$ cat config.mk
export PLATFORM = sky130hd
export DESIGN_NAME = match_referee_flat
export DESIGN_NICKNAME = d
export VERILOG_FILES = /design/src/rtl/match_referee_if.sv /design/src/rtl/match_referee.sv /design/src/flat_wrapper.sv
export SDC_FILE = /design/constraint.sdc
export NUM_CORES = 1
export LEC_CHECK = 0
export ABC_AREA = 1
export CELL_PAD_IN_SITES_DETAIL_PLACEMENT = 1
export CELL_PAD_IN_SITES_GLOBAL_PLACEMENT = 2
export CORE_ASPECT_RATIO = 0.7
export CORE_MARGIN = 3
export CORE_UTILIZATION = 26
export CTS_CLUSTER_DIAMETER = 200
export DETAILED_ROUTE_END_ITERATION = 7
export PLACE_DENSITY_LB_ADDON = 0.1
export SLEW_MARGIN = 10
export SYNTH_ARGS = -nofsm -noshare
export SYNTH_HDL_FRONTEND = slang
export SYNTH_SLANG_ARGS = --single-unit
$ cat constraint.sdc
create_clock -name clk -period 1.2 [get_ports clk]
set_input_delay 0.24 -clock clk [delete_from_list [all_inputs] [get_ports clk]]
set_output_delay 0.24 -clock clk [all_outputs]
set_load 0.005 [all_outputs]
$ cat src/rtl/match_referee_if.sv
// Bus between match_referee and the player/display side.
// With REFEREE_PAUSE_EN defined the bus also carries a pause level.
interface match_referee_if #(
  parameter int TW = 6
);
  logic          start;
  logic [1:0]    health1;
  logic [1:0]    health2;
`ifdef REFEREE_PAUSE_EN
  logic          pause;
`endif
  logic          actionEnable;
  logic          isGameOver;
  logic [1:0]    winner;
  logic [TW-1:0] round_time;

  modport master (
    input  start, health1, health2,
`ifdef REFEREE_PAUSE_EN
    input  pause,
`endif
    output actionEnable, isGameOver, winner, round_time
  );

  modport slave (
    output start, health1, health2,
`ifdef REFEREE_PAUSE_EN
    output pause,
`endif
    input  actionEnable, isGameOver, winner, round_time
  );
endinterface

$ cat src/rtl/match_referee.sv
// Match control: action strobe generation, round timer, KO/timeout judging.
// Optional macro REFEREE_PAUSE_EN adds a pause input that freezes the timers.
module match_referee #(
  parameter int TICK_DIV    = 4,
  parameter int ENABLE_HIGH = 2,
  parameter int ROUND_TICKS = 60,
  parameter int TW          = 6
) (
  input logic clk,
  input logic reset,
  match_referee_if.master bus
);

  localparam int DW = (TICK_DIV > 2) ? $clog2(TICK_DIV) : 1;

  typedef enum logic [1:0] {IDLE, PLAY, OVER} state_t;

  state_t        state;
  logic [DW-1:0] div_cnt;
  logic [TW-1:0] round_time;
  logic          action_enable;
  logic          game_over;
  logic [1:0]    winner;

  logic [DW-1:0] div_nxt;
  logic          div_last;
  logic          ko;
  logic          timeout;
  logic          paused;

  // Timeout verdict: higher remaining health wins, equal is a draw.
  function automatic logic [1:0] timeout_winner(input logic [1:0] h1, input logic [1:0] h2);
    if (h1 > h2)      return 2'b01;
    else if (h1 < h2) return 2'b10;
    else              return 2'b11;
  endfunction

  // KO verdict: bit 1 flags player 1 down, bit 0 flags player 2 down.
  function automatic logic [1:0] ko_winner(input logic [1:0] h1, input logic [1:0] h2);
    return {h1 == 2'b00, h2 == 2'b00};
  endfunction

  always_comb begin
    div_last = (div_cnt == DW'(TICK_DIV - 1));
    div_nxt  = div_last ? '0 : div_cnt + DW'(1);
    ko       = (bus.health1 == 2'b00) || (bus.health2 == 2'b00);
    timeout  = div_last && (round_time == TW'(1));
`ifdef REFEREE_PAUSE_EN
    paused   = bus.pause;
`else
    paused   = 1'b0;
`endif
  end

  always_ff @(posedge clk or negedge reset) begin
    if (!reset) begin
      state         <= IDLE;
      div_cnt       <= '0;
      round_time    <= TW'(ROUND_TICKS);
      action_enable <= 1'b0;
      game_over     <= 1'b0;
      winner        <= 2'b00;
    end else begin
      case (state)
        IDLE: begin
          if (bus.start) begin
            state         <= PLAY;
            div_cnt       <= '0;
            action_enable <= 1'b1;
          end
        end
        PLAY: begin
          // KO freezes the counters; a timeout lands them on their final values.
          if (ko) begin
            state         <= OVER;
            game_over     <= 1'b1;
            action_enable <= 1'b0;
            winner        <= ko_winner(bus.health1, bus.health2);
          end else if (paused) begin
            action_enable <= 1'b0;
          end else if (timeout) begin
            state         <= OVER;
            game_over     <= 1'b1;
            action_enable <= 1'b0;
            div_cnt       <= div_nxt;
            round_time    <= '0;
            winner        <= timeout_winner(bus.health1, bus.health2);
          end else begin
            div_cnt       <= div_nxt;
            action_enable <= (div_nxt < DW'(ENABLE_HIGH));
            if (div_last)
              round_time <= round_time - TW'(1);
          end
        end
        default: begin
          state <= OVER;
        end
      endcase
    end
  end

  assign bus.actionEnable = action_enable;
  assign bus.isGameOver   = game_over;
  assign bus.winner       = winner;
  assign bus.round_time   = round_time;

endmodule

$ cat src/flat_wrapper.sv
// flat-port wrapper written by rule: the top's interface ports become plain ports
module match_referee_flat 
#(
  parameter int TICK_DIV    = 4,
  parameter int ENABLE_HIGH = 2,
  parameter int ROUND_TICKS = 60,
  parameter int TW          = 6
)
  (clk, reset, bus_start, bus_health1, bus_health2, bus_actionEnable, bus_isGameOver, bus_winner, bus_round_time);
  match_referee_if #(.TW(TW)) bus_i ();
  input logic clk;
  input logic reset;
  input wire logic [$bits(bus_i.start)-1:0] bus_start;
  input wire logic [$bits(bus_i.health1)-1:0] bus_health1;
  input wire logic [$bits(bus_i.health2)-1:0] bus_health2;
  output wire logic [$bits(bus_i.actionEnable)-1:0] bus_actionEnable;
  output wire logic [$bits(bus_i.isGameOver)-1:0] bus_isGameOver;
  output wire logic [$bits(bus_i.winner)-1:0] bus_winner;
  output wire logic [$bits(bus_i.round_time)-1:0] bus_round_time;
  assign bus_i.start = bus_start;
  assign bus_i.health1 = bus_health1;
  assign bus_i.health2 = bus_health2;
  assign bus_actionEnable = bus_i.actionEnable;
  assign bus_isGameOver = bus_i.isGameOver;
  assign bus_winner = bus_i.winner;
  assign bus_round_time = bus_i.round_time;
  match_referee #(.TICK_DIV(TICK_DIV), .ENABLE_HIGH(ENABLE_HIGH), .ROUND_TICKS(ROUND_TICKS), .TW(TW)) u_core (.clk(clk), .reset(reset), .bus(bus_i));
endmodule
==> Word-level counts from Yosys, hierarchy flattened <==
Cells that the tools add are included.
{ "word_totals": {"ff_bits": 14, "inputBits": 7, "output_inout_bits": 10, "wordCells": 51} }
{ "classes": {"n_addsub": 2, "order_cmp": 3, "n_eq_ne": 6, "mux": 20, "bitwise_logic": 1, "n_reduce_logical": 13} }
{ "ops": {"columns": ["operator", "n"], "rows": [
  ["$mux W2", 9],
  ["$mux W6", 2],
  ["$pmux W2 S2", 2],
  ["$eq A6 B1 Y1 const B", 1],
  ["$logic_not A2 Y1", 3],
  ["$mux W1", 6],
  ["$reduce_and A2 Y1", 3],
  ["$reduce_and A3 Y1", 2],
  ["$reduce_bool A2 Y1", 3],
  ["$sub A6 B1 Y6 const B", 1],
  ["$ne A2 B2 Y1 const B", 2],
  ["$ne A3 B1 Y1 const B", 1],
  ["$add A2 B1 Y2 const B", 1],
  ["$eq A2 B1 Y1 const B", 1],
  ["$eq A2 B2 Y1 const B", 1],
  ["$gt A2 B2 Y1", 1],
  ["$lt A2 B2 Y1", 1],
  ["$lt A2 B2 Y1 const B", 1],
  ["$pmux W1 S2", 1],
  ["$logic_and A1 B1 Y1", 1],
  ["$logic_or A1 B1 Y1", 1],
  ["$not A1 Y1", 1]
]} }

==> Depth between registers and ports, before layout <==
{ "logic_depth": {"ltp_word": 6, "ltp_mapped": 9, "mapped_depth_nobuf": 9} }

==> Worst setup path before layout <==
OpenSTA, ideal clock, no wires.
{ "synth_path": {"kind": "reg2reg", "start": "register u_core.round_time[1], in the netlist u_core.bus.round_time[1]", "end": "register u_core.game_over, in the netlist u_core.bus.isGameOver", "setup_time_ns": 0.124, "t_arrival_ns": 1.076, "t_required_ns": 1.076, "path_slack_ns": 0.000, "stages_incl_launch_ff": 7, "n_path_buf": 0, "synth_period_minus_slack_ns": 1.200, "cell_sequence": "dfrtp_1 > inv_1 > ha_1 > nand2_1 > nand3b_4 > a21oi_2 > or2_1"} }
{ "synth_via": {"elab_chain_cells": 4} }
{ "synth_rtl": {"columns": ["item", "line", "text"], "rows": [
  ["start, declared", "match_referee.sv:20", "logic [TW-1:0] round_time;"],
  ["start signal, assigned", "match_referee.sv:59", "round_time <= TW'(ROUND_TICKS);"],
  ["start signal, assigned", "match_referee.sv:92", "round_time <= round_time - TW'(1);"],
  ["$eq A6 B1 Y1", "match_referee.sv:47", "timeout = div_last && (round_time == TW'(1));"],
  ["$logic_and A1 B1 Y1", "match_referee.sv:47", null],
  ["$reduce_bool A2 Y1 (no source line)", null, null],
  ["$reduce_and A2 Y1 (no source line)", null, null],
  ["end signal, assigned", "match_referee.sv:61", "game_over <= 1'b0;"],
  ["end signal, assigned", "match_referee.sv:76", "game_over <= 1'b1;"],
  ["end signal, assigned", "match_referee.sv:83", "game_over <= 1'b1;"],
  ["end, declared", "match_referee.sv:22", "logic game_over;"]
]} }
Every way passes these cells.
A chain may end at the register's enable or synchronous reset.

==> Final worst setup path <==
{ "layout_path": {"start": "register u_core.round_time[0], in the netlist u_core.bus.round_time[0]", "end": "register u_core.game_over, in the netlist u_core.bus.isGameOver"} }
Same word-level chain as after synthesis.

==> out/qor.txt <==
Fillers = 364
Starting Density = 0.2884
H-tree depth = 1
Design Power = 1.044 mW
most frequent cells in the layout = nand2_1 (27), buf_4 (23), dfrtp_1 (10)
mean number of vias per cell = 4.342
warnings from Yosys = 0
endpoint class of the critical path = register
worst-margin pin slew = 0.2174 ns
Die Wd = 74.53 um
first-pass GRT wire length = 4071 um
max cap viols = 0
slew margin rel. = 0.8549
status = finished with violations
crit path DAT = 1.46 ns
Setup CP Type = reg2reg
Avg Cell Area, Syn = 8.297 um2
Clock Tree Buf Depth = 2
synth top area cells = dfrtp_1 (29%), nand2_1 (15%), dfstp_2 (12%)
DRT antenna net count = 0
area delta synth->final = 63.25%
drt first pass iters = 4
Seq/Total Area, Yosys = 0.4158
final RePlAce weighted congestion = 0.7505
Detailed Place HPWL = 1707 um
Total Wirelength = 2375 um
VDD IR max = 0.0003684 V
Critical Path RT = 1.34 ns
vias in the first global route = 879
Final nets = 164
CP startpoint kind = register
TritonCTS sink count = 14
Syn Nets = 115
WP buf/inv = 1
Fin. Hold Viols = 0
flops & latches, synth = 14
Syn Std Cell Area = 854.6 um2
Synth area leader = dfrtp_1
Die H = 53.97 um
cell family with most CP delay = simple AND/OR/NAND/NOR gates
Tcrit/Tclk final = 1.099
worst-path fanout max = 7
Tot GR Track Use = 0.1366
synthesized instance count = 103
DR vias = 812
largest stage delay on the critical path = 0.38 ns
Row Count = 16
Max Fclk = 0.7579 GHz
core area = 2963 um2
post-synth cell types = 25
# DRC = 0
initial antenna violation count = 0
CTS Root Cell = clkbuf_8
critical path's slowest cell = dfrtp_1
PortBufs = 16
clk_lat worst skew = 0.25 ns
Hold-fix buffers, CTS = 0
total I/O pin count = 17
most common cell after layout, fill and taps aside = nand2_1
worst-path cell chain = buf_6 -> ha_4 -> nand2_2 -> nand3b_4 -> a21oi_4 -> or2_1
Antenna diodes = 0
Slew Viols, Final = 0
final setup vio count = 13
gr ovfl total = 0
initial drt markers = 15
largest net degree at the start of global routing = 15
die area = 4022 um2
post-route cell area = 1395 um2
final hold slack = 0.3059 ns
layout cell share with drive strength beyond 1 = 0.4834
Min-Delay Path Class = in2async
CTS tree = done
Cell Pwr Density = 748.4 nW/um2
worst-case clock skew = 0.001166 ns
dpl cell area = 1217 um2
violated checks = negative setup slack
routed len/inst = 12.70 um
unrepaired setup endpoints after global routing = true
top-area cell type share of the netlist area = 0.2928
static leakage = 0.7259 nW
Period minus WS final = 1.319 ns
Num CTS Buffers = 3
slack of the critical path = -0.1194 ns
CTS clock-pin slew for the worst setup and hold paths = 0.06 ns
-- per-layer routing --
layer / vias up / global-route usage / part of all wire
met3: 3 / 0.03918 / 0.032
met4: 0 / 0.03550 / 0.010
met5: - / 0 / 0
li1: 419 / - / -
met1: 378 / 0.1931 / 0.54
met2: 12 / 0.2026 / 0.42
-- what timing repair did --
item | in CTS | in global routing
buffers inserted | 5 | 2
resized for setup | 50 | 8
pin swaps | 8 | 10
endpoints found under the setup margin | 24 | 15
hold endpoints to repair | 0 | 0
-- final cells by class --
| cell class | count | area [um2] | area share |
|---|---|---|---|
| Sequential cell | 14 | 355.3 | 0.2547 |
| Timing Repair Buffer | 44 | 365.4 | 0.2619 |
| Multi-Input combinational cell | 76 | 520.5 | 0.3731 |
| Tap cell | 36 | 45.04 | 0.03229 |
| Clock buffer | 4 | 55.05 | 0.03946 |
| Inverter | 13 | 53.80 | 0.03856 |
-- worst paths after layout --
check                                              start                       end  slack, ns  cells after the start
worst max-delay path            u_core.bus.round_time[0]     u_core.bus.isGameOver      -0.12                      6
worst min-delay path                               reset           u_core.state[1]       0.31                      2
worst max register to register  u_core.bus.round_time[0]     u_core.bus.isGameOver      -0.12                      6
worst min register to register     u_core.bus.isGameOver     u_core.bus.isGameOver       0.46                      1
max in group asynchronous                          reset  u_core.bus.round_time[4]       0.65                      2
min in group clk                   u_core.bus.isGameOver     u_core.bus.isGameOver       0.46                      1
-- state kept, by name, indices dropped and copies added, names as in the netlist --
| signal | count |
|---|---|
| u_core.bus.winner | 2 |
| u_core.bus.actionEnable | 1 |
| u_core.bus.isGameOver | 1 |
| u_core.bus.round_time | 6 |
| u_core.state | 2 |
| u_core.div_cnt | 2 |
-- through the flow --
stage,utilization,instances,setup TNS [ns],setup slack [ns]
after floorplan,-,103,-0.0001747,-0.0001747
after global placement,0.4109,176,-4.202,-0.4330
after detailed placement,0.4109,176,-4.373,-0.4608
after CTS,0.4590,185,-1.066,-0.1281
after global routing,0.4709,187,-2.008,-0.2062
final,0.4709,187,-1.077,-0.1194
-- cell usage after synthesis --
cell	n
nand3b_4	1
a21oi_2	1
dfrtp_1	10
or2_1	1
nor2_4	2
xor2_1	1
nand2_1	34
o21ai_0	1
ha_1	5
inv_1	10
inv_2	2
xnor2_1	1
nand4_1	2
nand3_2	1
nor2_1	8
a21o_2	1
inv_4	1
a21oi_1	2
nor2_8	1
dfstp_2	4
o21ai_2	3
o21bai_1	1
o21ai_1	1
nor2_2	2
nand3_1	7
-- power by group --
| group | leakage (nW) | internal, mW | switching (mW) |
|---|---|---|---|
| clock | 0.0288 | 0.291 | 0.178 |
| sequential | 0.163 | 0.477 | 0.00190 |
| combinational | 0.534 | 0.0465 | 0.0494 |
| total | 0.726 | 0.815 | 0.229 |
-- cells by family (layout without fill, tap and decap cells) --
family,Yosys count,count (layout),share of synthesized area
AND/OR/NAND/NOR,59,59,0.3470
flip-flops,14,14,0.4158
buffers and inverters,13,61,0.06004
AO/OA/AOI/OAI,10,10,0.08346
adder cells (fa/ha/maj),5,5,0.07321
XOR/XNOR,2,2,0.02050
Power figures use the tool's default switching activity.
